File: src/rtl/pwm_pkg.sv
// pwm_pkg: shared types and default parameters for the multi-channel PWM.
//   pwm_mode_t : counting mode (edge-aligned sawtooth or center-aligned triangle)
//   PWM_*_DEFAULT : default counter width, channel count and dead time
package pwm_pkg;

    typedef enum logic {
        PWM_EDGE   = 1'b0,
        PWM_CENTER = 1'b1
    } pwm_mode_t;

    localparam int unsigned PWM_W_DEFAULT    = 11;
    localparam int unsigned PWM_N_DEFAULT    = 2;
    localparam int unsigned PWM_DEAD_DEFAULT = 8;

endpackage

File: src/rtl/pwm_deadband.sv
// pwm_deadband: per-channel dead-time insertion with registered gate outputs.
// Ports:
//   clk   : system clock
//   rst_n : asynchronous active-low reset
//   clr   : synchronous clear (run enable low); zeroes counter and outputs
//   raw   : registered compare result for this channel
//   hi    : high-side gate drive (registered)
//   lo    : low-side gate drive (registered)
// Every raw edge loads DEAD into the dead counter; both outputs stay low
// while the counter is nonzero, so hi and lo can never overlap.
module pwm_deadband
    import pwm_pkg::*;
#(
    parameter int unsigned DEAD = PWM_DEAD_DEFAULT
) (
    input  logic clk,
    input  logic rst_n,
    input  logic clr,
    input  logic raw,
    output logic hi,
    output logic lo
);

    localparam int unsigned   CW      = (DEAD > 0) ? $clog2(DEAD + 1) : 1;
    localparam logic [CW-1:0] DEAD_LD = CW'(DEAD);

    logic [CW-1:0] dcnt_q, dcnt_d;
    logic          raw_prev_q, raw_prev_d;
    logic          hi_q, hi_d;
    logic          lo_q, lo_d;

    always_comb begin
        dcnt_d     = dcnt_q;
        raw_prev_d = raw;
        hi_d       = 1'b0;
        lo_d       = 1'b0;
        if (clr) begin
            dcnt_d     = '0;
            raw_prev_d = 1'b0;
        end else begin
            // A raw edge (re)starts the dead interval, even mid-count.
            if (raw != raw_prev_q) begin
                dcnt_d = DEAD_LD;
            end else if (dcnt_q != '0) begin
                dcnt_d = dcnt_q - CW'(1);
            end else begin
                dcnt_d = '0;
            end
            // Outputs follow raw only once the next counter value is zero,
            // which gives exactly DEAD low cycles after each edge.
            hi_d = (dcnt_d == '0) &  raw;
            lo_d = (dcnt_d == '0) & ~raw;
        end
    end

    always_ff @(posedge clk or negedge rst_n) begin
        if (!rst_n) begin
            dcnt_q     <= '0;
            raw_prev_q <= 1'b0;
            hi_q       <= 1'b0;
            lo_q       <= 1'b0;
        end else begin
            dcnt_q     <= dcnt_d;
            raw_prev_q <= raw_prev_d;
            hi_q       <= hi_d;
            lo_q       <= lo_d;
        end
    end

    assign hi = hi_q;
    assign lo = lo_q;

endmodule

File: src/rtl/pwm_multi_ch.sv
// pwm_multi_ch: N-channel PWM with one shared period counter, edge- or
// center-aligned counting, double-buffered duty and per-channel dead time.
// Ports:
//   clk          : system clock
//   rst_n        : asynchronous active-low reset
//   en           : run enable; low holds counter at 0 and forces outputs low
//   mode         : 0 = edge-aligned, 1 = center-aligned (taken at period start)
//   duty         : channel k duty in bits [k*W +: W] (taken at period start)
//   pwm_hi       : high-side gate drive per channel
//   pwm_lo       : low-side gate drive per channel
//   period_start : one-cycle pulse, registered, aligned with the raw compare
module pwm_multi_ch
    import pwm_pkg::*;
#(
    parameter int unsigned W    = PWM_W_DEFAULT,
    parameter int unsigned N    = PWM_N_DEFAULT,
    parameter int unsigned DEAD = PWM_DEAD_DEFAULT
) (
    input  logic           clk,
    input  logic           rst_n,
    input  logic           en,
    input  logic           mode,
    input  logic [N*W-1:0] duty,
    output logic [N-1:0]   pwm_hi,
    output logic [N-1:0]   pwm_lo,
    output logic           period_start
);

    localparam logic [W-1:0] CNT_MAX = {W{1'b1}};
    localparam logic [W-1:0] CNT_ONE = W'(1);

    logic [W-1:0]        cnt_q, cnt_d;
    logic                dir_down_q, dir_down_d;
    pwm_mode_t           mode_act_q, mode_act_d;
    logic [N-1:0][W-1:0] duty_act_q, duty_act_d;
    logic [N-1:0]        raw_q, raw_d;
    logic                ps_q, ps_d;

    logic                ps_now;
    logic                going_up;
    pwm_mode_t           mode_eff;
    logic [N-1:0][W-1:0] duty_eff;
    logic                clr;

    assign ps_now   = en && (cnt_q == '0);
    // The shadow registers load in the period-start cycle, so the compare and
    // the counter step in that same cycle already use the incoming values.
    assign mode_eff = ps_now ? pwm_mode_t'(mode) : mode_act_q;
    // A new period always begins counting up.
    assign going_up = ps_now | ~dir_down_q;
    assign clr      = ~en;

    always_comb begin
        for (int k = 0; k < N; k++) begin
            duty_eff[k] = ps_now ? duty[k*W +: W] : duty_act_q[k];
        end
    end

    always_comb begin
        cnt_d      = cnt_q;
        dir_down_d = dir_down_q;
        mode_act_d = mode_act_q;
        duty_act_d = duty_act_q;
        raw_d      = '0;
        ps_d       = ps_now;

        if (ps_now) begin
            mode_act_d = pwm_mode_t'(mode);
            duty_act_d = duty_eff;
        end

        if (!en) begin
            cnt_d      = '0;
            dir_down_d = 1'b0;
        end else if (mode_eff == PWM_EDGE) begin
            cnt_d      = cnt_q + CNT_ONE;
            dir_down_d = 1'b0;
        end else if (going_up) begin
            if (cnt_q == CNT_MAX) begin
                cnt_d      = CNT_MAX - CNT_ONE;
                dir_down_d = 1'b1;
            end else begin
                cnt_d      = cnt_q + CNT_ONE;
                dir_down_d = 1'b0;
            end
        end else begin
            if (cnt_q == CNT_ONE) begin
                cnt_d      = '0;
                dir_down_d = 1'b0;
            end else begin
                cnt_d      = cnt_q - CNT_ONE;
                dir_down_d = 1'b1;
            end
        end

        // Strict less-than: cnt never exceeds MAX, so raw always has at least
        // one low cycle per period for bootstrap refresh.
        for (int k = 0; k < N; k++) begin
            raw_d[k] = en && (cnt_q < duty_eff[k]);
        end
    end

    always_ff @(posedge clk or negedge rst_n) begin
        if (!rst_n) begin
            cnt_q      <= '0;
            dir_down_q <= 1'b0;
            mode_act_q <= PWM_EDGE;
            duty_act_q <= '0;
            raw_q      <= '0;
            ps_q       <= 1'b0;
        end else begin
            cnt_q      <= cnt_d;
            dir_down_q <= dir_down_d;
            mode_act_q <= mode_act_d;
            duty_act_q <= duty_act_d;
            raw_q      <= raw_d;
            ps_q       <= ps_d;
        end
    end

    assign period_start = ps_q;

    for (genvar g = 0; g < N; g++) begin : g_ch
        pwm_deadband #(
            .DEAD (DEAD)
        ) u_db (
            .clk   (clk),
            .rst_n (rst_n),
            .clr   (clr),
            .raw   (raw_q[g]),
            .hi    (pwm_hi[g]),
            .lo    (pwm_lo[g])
        );
    end

endmodule

File: config.mk
export PLATFORM = sky130hd
export DESIGN_NAME = pwm_multi_ch
export DESIGN_NICKNAME = d
export VERILOG_FILES = /design/src/rtl/pwm_pkg.sv /design/src/rtl/pwm_deadband.sv /design/src/rtl/pwm_multi_ch.sv
export SDC_FILE = /design/constraint.sdc
export NUM_CORES = 1
export LEC_CHECK = 0
export CAP_MARGIN = 10
export CELL_PAD_IN_SITES_DETAIL_PLACEMENT = 2
export CELL_PAD_IN_SITES_GLOBAL_PLACEMENT = 2
export CORE_MARGIN = 2
export CORE_UTILIZATION = 30
export CTS_CLUSTER_SIZE = 12
export DETAILED_ROUTE_END_ITERATION = 6
export GPL_TIMING_DRIVEN = 0
export PLACE_DENSITY = 0.63
export RECOVER_POWER = 100
export SLEW_MARGIN = 25
export SYNTH_ARGS = -nofsm -noshare
export SYNTH_HDL_FRONTEND = slang
export SYNTH_SLANG_ARGS = --single-unit
export TNS_END_PERCENT = 20
File: constraint.sdc
create_clock -name clk -period 3.63 [get_ports clk]
set_input_delay 0.726 -clock clk [delete_from_list [all_inputs] [get_ports clk]]
set_output_delay 0.726 -clock clk [all_outputs]
set_load 0.05 [all_outputs]
== After elaboration in Yosys (flattened, before gate mapping) ==
Index checks and enable logic that the tools add are counted.

* Latch bits: 0
* Flip-flop bits (word level): 52
* Bits in read-only memories: 0
* Memory bits (writable): 0
* Memories kept: 0

* Muxes and demuxes: 27
* $lt $le $gt $ge: 2
* Add/subtract/negate cells: 4
* Divide/modulo/power cells: 0
* Equal/unequal tests: 4
* Reduce and logical (&&, ||, !) cells: 8
* Multipliers: 0
* Bitwise operators: 8
* Shift-type cells: 0

{| class="wikitable"
|+ Operator list
! cell !! count
|-
| 2-to-1 mux 11 bit || 7
|-
| 2-to-1 mux 4 bit || 8
|-
| less-than comparator 11 bit || 2
|-
| 2-to-1 mux 1 bit || 12
|-
| adder 11 x 1 -> 11 bit (second input constant) || 1
|-
| == test 11 x 1 -> 1 bit (second input constant) || 1
|-
| == test 11 bit (second input constant) || 1
|-
| logical NOT 11 bit || 1
|-
| subtractor 11 x 1 -> 11 bit (second input constant) || 1
|-
| logical NOT 4 bit || 2
|-
| nonzero test 4 bit || 2
|-
| subtractor 4 x 1 -> 4 bit (second input constant) || 2
|-
| bitwise AND 1 bit || 4
|-
| logical AND 1 bit || 3
|-
| inverter 1 bit || 3
|-
| != test 1 bit || 2
|-
| bitwise OR 1 bit || 1
|}

== Logic depth before layout (Yosys ltp) ==
* Word-level depth: 7
* Depth in mapped cells: 13

== Cells and area by module ==
From an unflattened synthesis, not the netlist that was laid out.

* Cell total of the unflattened synthesis: 302
* Area, all modules: 3138.0 µm²

{| class="wikitable"
|+ Modules (own cells, without submodules)
! module !! times used !! area an instance (µm²) !! cells an instance
|-
| pwm_multi_ch || 1 || 2514.9 || 246
|-
| pwm_deadband || 2 || 311.5 || 28
|}

== Least setup slack after synthesis ==
Ideal clock, no wire load.

* Path type: register to register
* Start: register cnt_q[9]
* End: register raw_q[1]
* Arrival: 2807 ps
* Library setup time: 65 ps
* Stages on the path, launching flop included: 12
* Path slack: 758 ps
* Period minus slack after synthesis: 2872 ps
* Data required time: 3565 ps
* Path through: dfrtp_1 > buf_6 > nor4_4 > nand4_4 > buf_6 > mux2_4 > inv_1 > ha_1 > a21o_1 > a21o_1 > a2111oi_0 > o221a_2

* Cells in the longest elaborated chain, start to end: 5

{| class="wikitable"
|+ RTL lines
! what !! RTL line !! text
|-
| start: declaration || pwm_multi_ch.sv:32 || <nowiki>logic [W-1:0] cnt_q, cnt_d;</nowiki>
|-
| start signal: assignment || pwm_multi_ch.sv:112 || <nowiki>cnt_q <= cnt_d;</nowiki>
|-
| logical NOT 11 bit || pwm_multi_ch.sv:45 || <nowiki>assign ps_now = en && (cnt_q == '0);</nowiki>
|-
| logical AND 1 bit || pwm_multi_ch.sv:45 ||
|-
| 2-to-1 mux 11 bit || pwm_multi_ch.sv:55 || <nowiki>duty_eff[k] = ps_now ? duty[k*W +: W] : duty_act_q[k];</nowiki>
|-
| less-than comparator 11 bit * || pwm_multi_ch.sv:99 || <nowiki>raw_d[k] = en && (cnt_q < duty_eff[k]);</nowiki>
|-
| logical AND 1 bit * || pwm_multi_ch.sv:99 ||
|-
| named net raw_d[1] || pwm_multi_ch.sv:36 || <nowiki>logic [N-1:0] raw_q, raw_d;</nowiki>
|-
| end signal: assignment || pwm_multi_ch.sv:116 || <nowiki>raw_q <= raw_d;</nowiki>
|-
| end: declaration || pwm_multi_ch.sv:36 ||
|}

The timed path passes the listed nets; every way through them passes the cells marked *.
A chain may end at the register's enable or synchronous reset.

== Final worst setup path ==
* Start: input port en
* End: register raw_q[1]

* Cells in the longest elaborated chain, start to end: 4

{| class="wikitable"
|+ RTL lines
! what !! RTL line !! text
|-
| start: declaration || pwm_multi_ch.sv:21 || <nowiki>input logic en,</nowiki>
|-
| logical AND 1 bit || pwm_multi_ch.sv:45 ||
|-
| 2-to-1 mux 11 bit || pwm_multi_ch.sv:55 ||
|-
| less-than comparator 11 bit || pwm_multi_ch.sv:99 ||
|-
| logical AND 1 bit * || pwm_multi_ch.sv:99 ||
|-
| named net raw_d[1] || pwm_multi_ch.sv:36 ||
|}

Marked as above.

==> flow_summary.json <==
{
  "cts_hold_buffers": 0,
  "core-area_sq_um": 10700,
  "finalSetupViolCount": 0,
  "placed_cells": 486,
  "switching_share_pct": 33.1,
  "reg2reg_slack_ns": 0.39,
  "globalplace.congestion": 0.772,
  "syn_nets": 367,
  "rr_worst_depth": 13,
  "vias_per_cell": 5.08,
  "finalWirelength_microns": 8840,
  "rsz0062_at_grt": "false",
  "grt_antenna_before_repair": 0,
  "finalCritPeriodShare_pct": 90.4,
  "holdPathStages": 1,
  "relSlewSlack_pct": -31.4,
  "fillers": 1211,
  "max-cap-violations": 1,
  "overflow": 0,
  "synth_edf_count": 0,
  "drtIter0Drc": 59,
  "clock_sinks": 52,
  "slowest_delay_ns": 0.55,
  "synth_top_area_cell": "dfrtp_1",
  "vias": 2514,
  "status": "finished, violations left",
  "final_cells": 495,
  "ios": 31,
  "worstPathMaxFanout": 10,
  "first_global_vias": 2828,
  "cts_buffers": 5,
  "die_y_microns": 109,
  "cts_resized": 0,
  "fp.dieW_microns": 109,
  "synth_top_area_share_pct": 39.6,
  "clk_pin_slew_ns": 0.10,
  "ant_nets": 0,
  "dieArea_sq_um": 11800,
  "floorplan.initialDensity_pct": 30.6,
  "fmax_ghz": 0.305,
  "power_frac_comb_pct": 27.7,
  "p_leak_nw": 1.81,
  "hp-start": "duty_act_q[19]",
  "powerDensity_nw_per_um2": 386,
  "drtPass1Iterations": 4,
  "ys.flop_type": "dfrtp_1",
  "diodes": 0,
  "cts_buffer_depth": 2,
  "violations": "capacitance limit, slew limit",
  "synth-seq-cells": 52,
  "path_cells": "dlygate4sd3_1 -> and2_0 -> nand4_4 -> buf_6 -> mux2_1 -> inv_1 -> ha_1 -> a21o_1 -> a21o_1 -> a2111oi_0 -> o221a_2",
  "slew_violations": 37,
  "ys_warn_count": 0,
  "remaining_drc_errors": 0,
  "clock_latency_ns": 0.32,
  "wl_per_cell_microns": 17.9,
  "p_sw_mw": 0.484,
  "hold_viol": 0,
  "cp-end-kind": "flop",
  "grt_max_degree": 37,
  "placement.io_buffers": 30,
  "path_buf_inv": 3,
  "critical_path.most_common_cell": "a21o_1",
  "final_cell_mix": "dfrtp_1 (52), inv_1 (36), nor2_1 (28), ha_1 (26), clkdlybuf4s50_1 (23)",
  "ys_seq_area_share_pct": 39.6,
  "required_ns": 3.89,
  "p_int_mw": 0.980,
  "synth.distinct_cells": 51,
  "holdPathEnd": "duty_act_q[19]",
  "cp_slowest_cell": "dlygate4sd3_1",
  "syn_avg_cell_area_sq_um": 10.4,
  "postCtsSetupBuffers": 0,
  "worst_pin_slew_ns": 1.97,
  "hp-class": "reg -> reg",
  "grt_usage_pct": 16.5,
  "critPathKind": "in -> reg",
  "nNetsFinal": 406,
  "cts_tree": "done",
  "seq_power_share_pct": 47.7,
  "period_needed_ns": 3.28,
  "rr_endpoint": "raw_q[1]",
  "cp-start-kind": "input port",
  "cts_root_buf": "clkbuf_8",
  "drive_above_1_share_pct": 14.1,
  "final_common_cell": "dfrtp_1",
  "hpwlAfterDp_microns": 6810,
  "clkPwrFrac_pct": 24.6,
  "netlist_instances": 315,
  "critPathArrivalTime_ns": 3.54,
  "async_flop_share_pct": 100,
  "grt_pass1_wl_microns": 14900,
  "htreeDepth": 2,
  "syn2layout_area_growth_pct": 15.5,
  "peakVddDrop_v": 0.000168,
  "cpLargestDelayFamily": "compound AO/OA/AOI/OAI gates",
  "placementRows": 38,
  "skew_ns": 0.00875,
  "ys_top_cells_by_area": "dfrtp_1 (40%), ha_1 (9.9%), mux2_4 (8.2%)",
  "mappedNetlistArea_sq_um": 3280,
  "fin_setup_tns_ns": 0,
  "regToRegStartpoint": "cnt_q[0]"
}
[area by class of cell]
| cell class | count | area [sq um] | share of cell area [%] |
|---|---|---|---|
| Clock inverter | 3 | 21.3 | 0.561 |
| Tap cell | 140 | 175 | 4.62 |
| Multi-Input combinational cell | 206 | 1650 | 43.4 |
| Buffer | 20 | 136 | 3.59 |
| Sequential cell | 52 | 1300 | 34.3 |
| Clock buffer | 5 | 68.8 | 1.81 |
| Inverter | 37 | 139 | 3.66 |
| Timing Repair Buffer | 32 | 305 | 8.05 |
[per-layer routing]
layer | global-route usage [%] | wire, microns | vias to the layer above
met1 | 22.1 | 4270 | 1289
met5 | 0 | 0 | -
met4 | 3.30 | 77 | 0
li1 | - | - | 1194
met3 | 2.39 | 186 | 6
met2 | 28.3 | 4310 | 25
[power groups by stage]
stage / combinational (mW) / sequential, mW / clock [mW]
2_1_floorplan: 0.319 / 0.701 / 0
3_3_place_gp: 0.441 / 0.706 / 0
3_5_place_dp: 0.458 / 0.713 / 0
4_1_cts: 0.461 / 0.701 / 0.384
5_1_grt: 0.461 / 0.709 / 0.402
6_report: 0.405 / 0.698 / 0.360
[synth_stat cells (3+ instances only)]
cell	count
dfrtp_1	52
inv_1	36
nor2_1	28
ha_1	26
mux2_4	18
a21oi_1	15
nand4_1	13
nand2_1	10
a21o_1	8
buf_2	7
nor3_1	7
xnor2_1	7
o221a_2	6
buf_6	5
mux2_2	5
nand3_1	5
o21ai_0	5
a31o_2	4
buf_4	4
o221a_1	4
xor2_1	4
a211oi_1	3
clkbuf_1	3
nand3b_1	3
or3_1	3
[how the worst max path moves through the flow]
| stage | startpoint | end | slack [ns] | cells past startpoint |
|---|---|---|---|---|
| finish | en | raw_q[1] | 0.35 | 11 |
| global route | rst_n | cnt_q[7] | 0.15 | 2 |
| CTS | cnt_q[7] | raw_q[1] | 0.16 | 11 |
| detailed placement | en | raw_q[1] | 0.05 | 11 |
| global placement | rst_n | cnt_q[6] | 0.08 | 1 |
| floorplan | cnt_q[9] | raw_q[1] | 0.76 | 11 |
[kinds of logic (layout without fill, tap and decap cells)]
family	after synthesis	after routing	share of synthesized area [%]
buffers and inverters	57	97	8.42
AO/OA/AOI/OAI	57	57	13.3
XOR/XNOR	11	11	2.93
flip-flops	52	52	39.6
AND/OR/NAND/NOR	88	88	15.5
multiplexers	24	24	10.2
adder cells (fa/ha/maj)	26	26	9.90
[through the flow]
stage	setup slack (ns)	utilization [%]	hold slack (ns)	total power, mW	cell area [sq um]
after global placement	0.0779	35.0	0.465	1.15	3760
after global routing	0.152	35.3	0.520	1.57	3790
final	0.347	35.3	0.505	1.46	3790
after floorplan	0.758	-	0.430	1.02	3280
after CTS	0.165	36.0	0.262	1.55	3870
after detailed placement	0.0514	35.2	0.483	1.17	3780
[state kept, by name, indices dropped and copies added, names as in the netlist]
name	flops
raw_q	2
cnt_q	11
dir_down_q	1
g_ch.u_db.lo	2
period_start	1
g_ch.u_db.raw_prev_q	2
g_ch.u_db.hi	2
duty_act_q	22
g_ch.u_db.dcnt_q	8
mode_act_q	1
(Power assumes the default switching activity.)
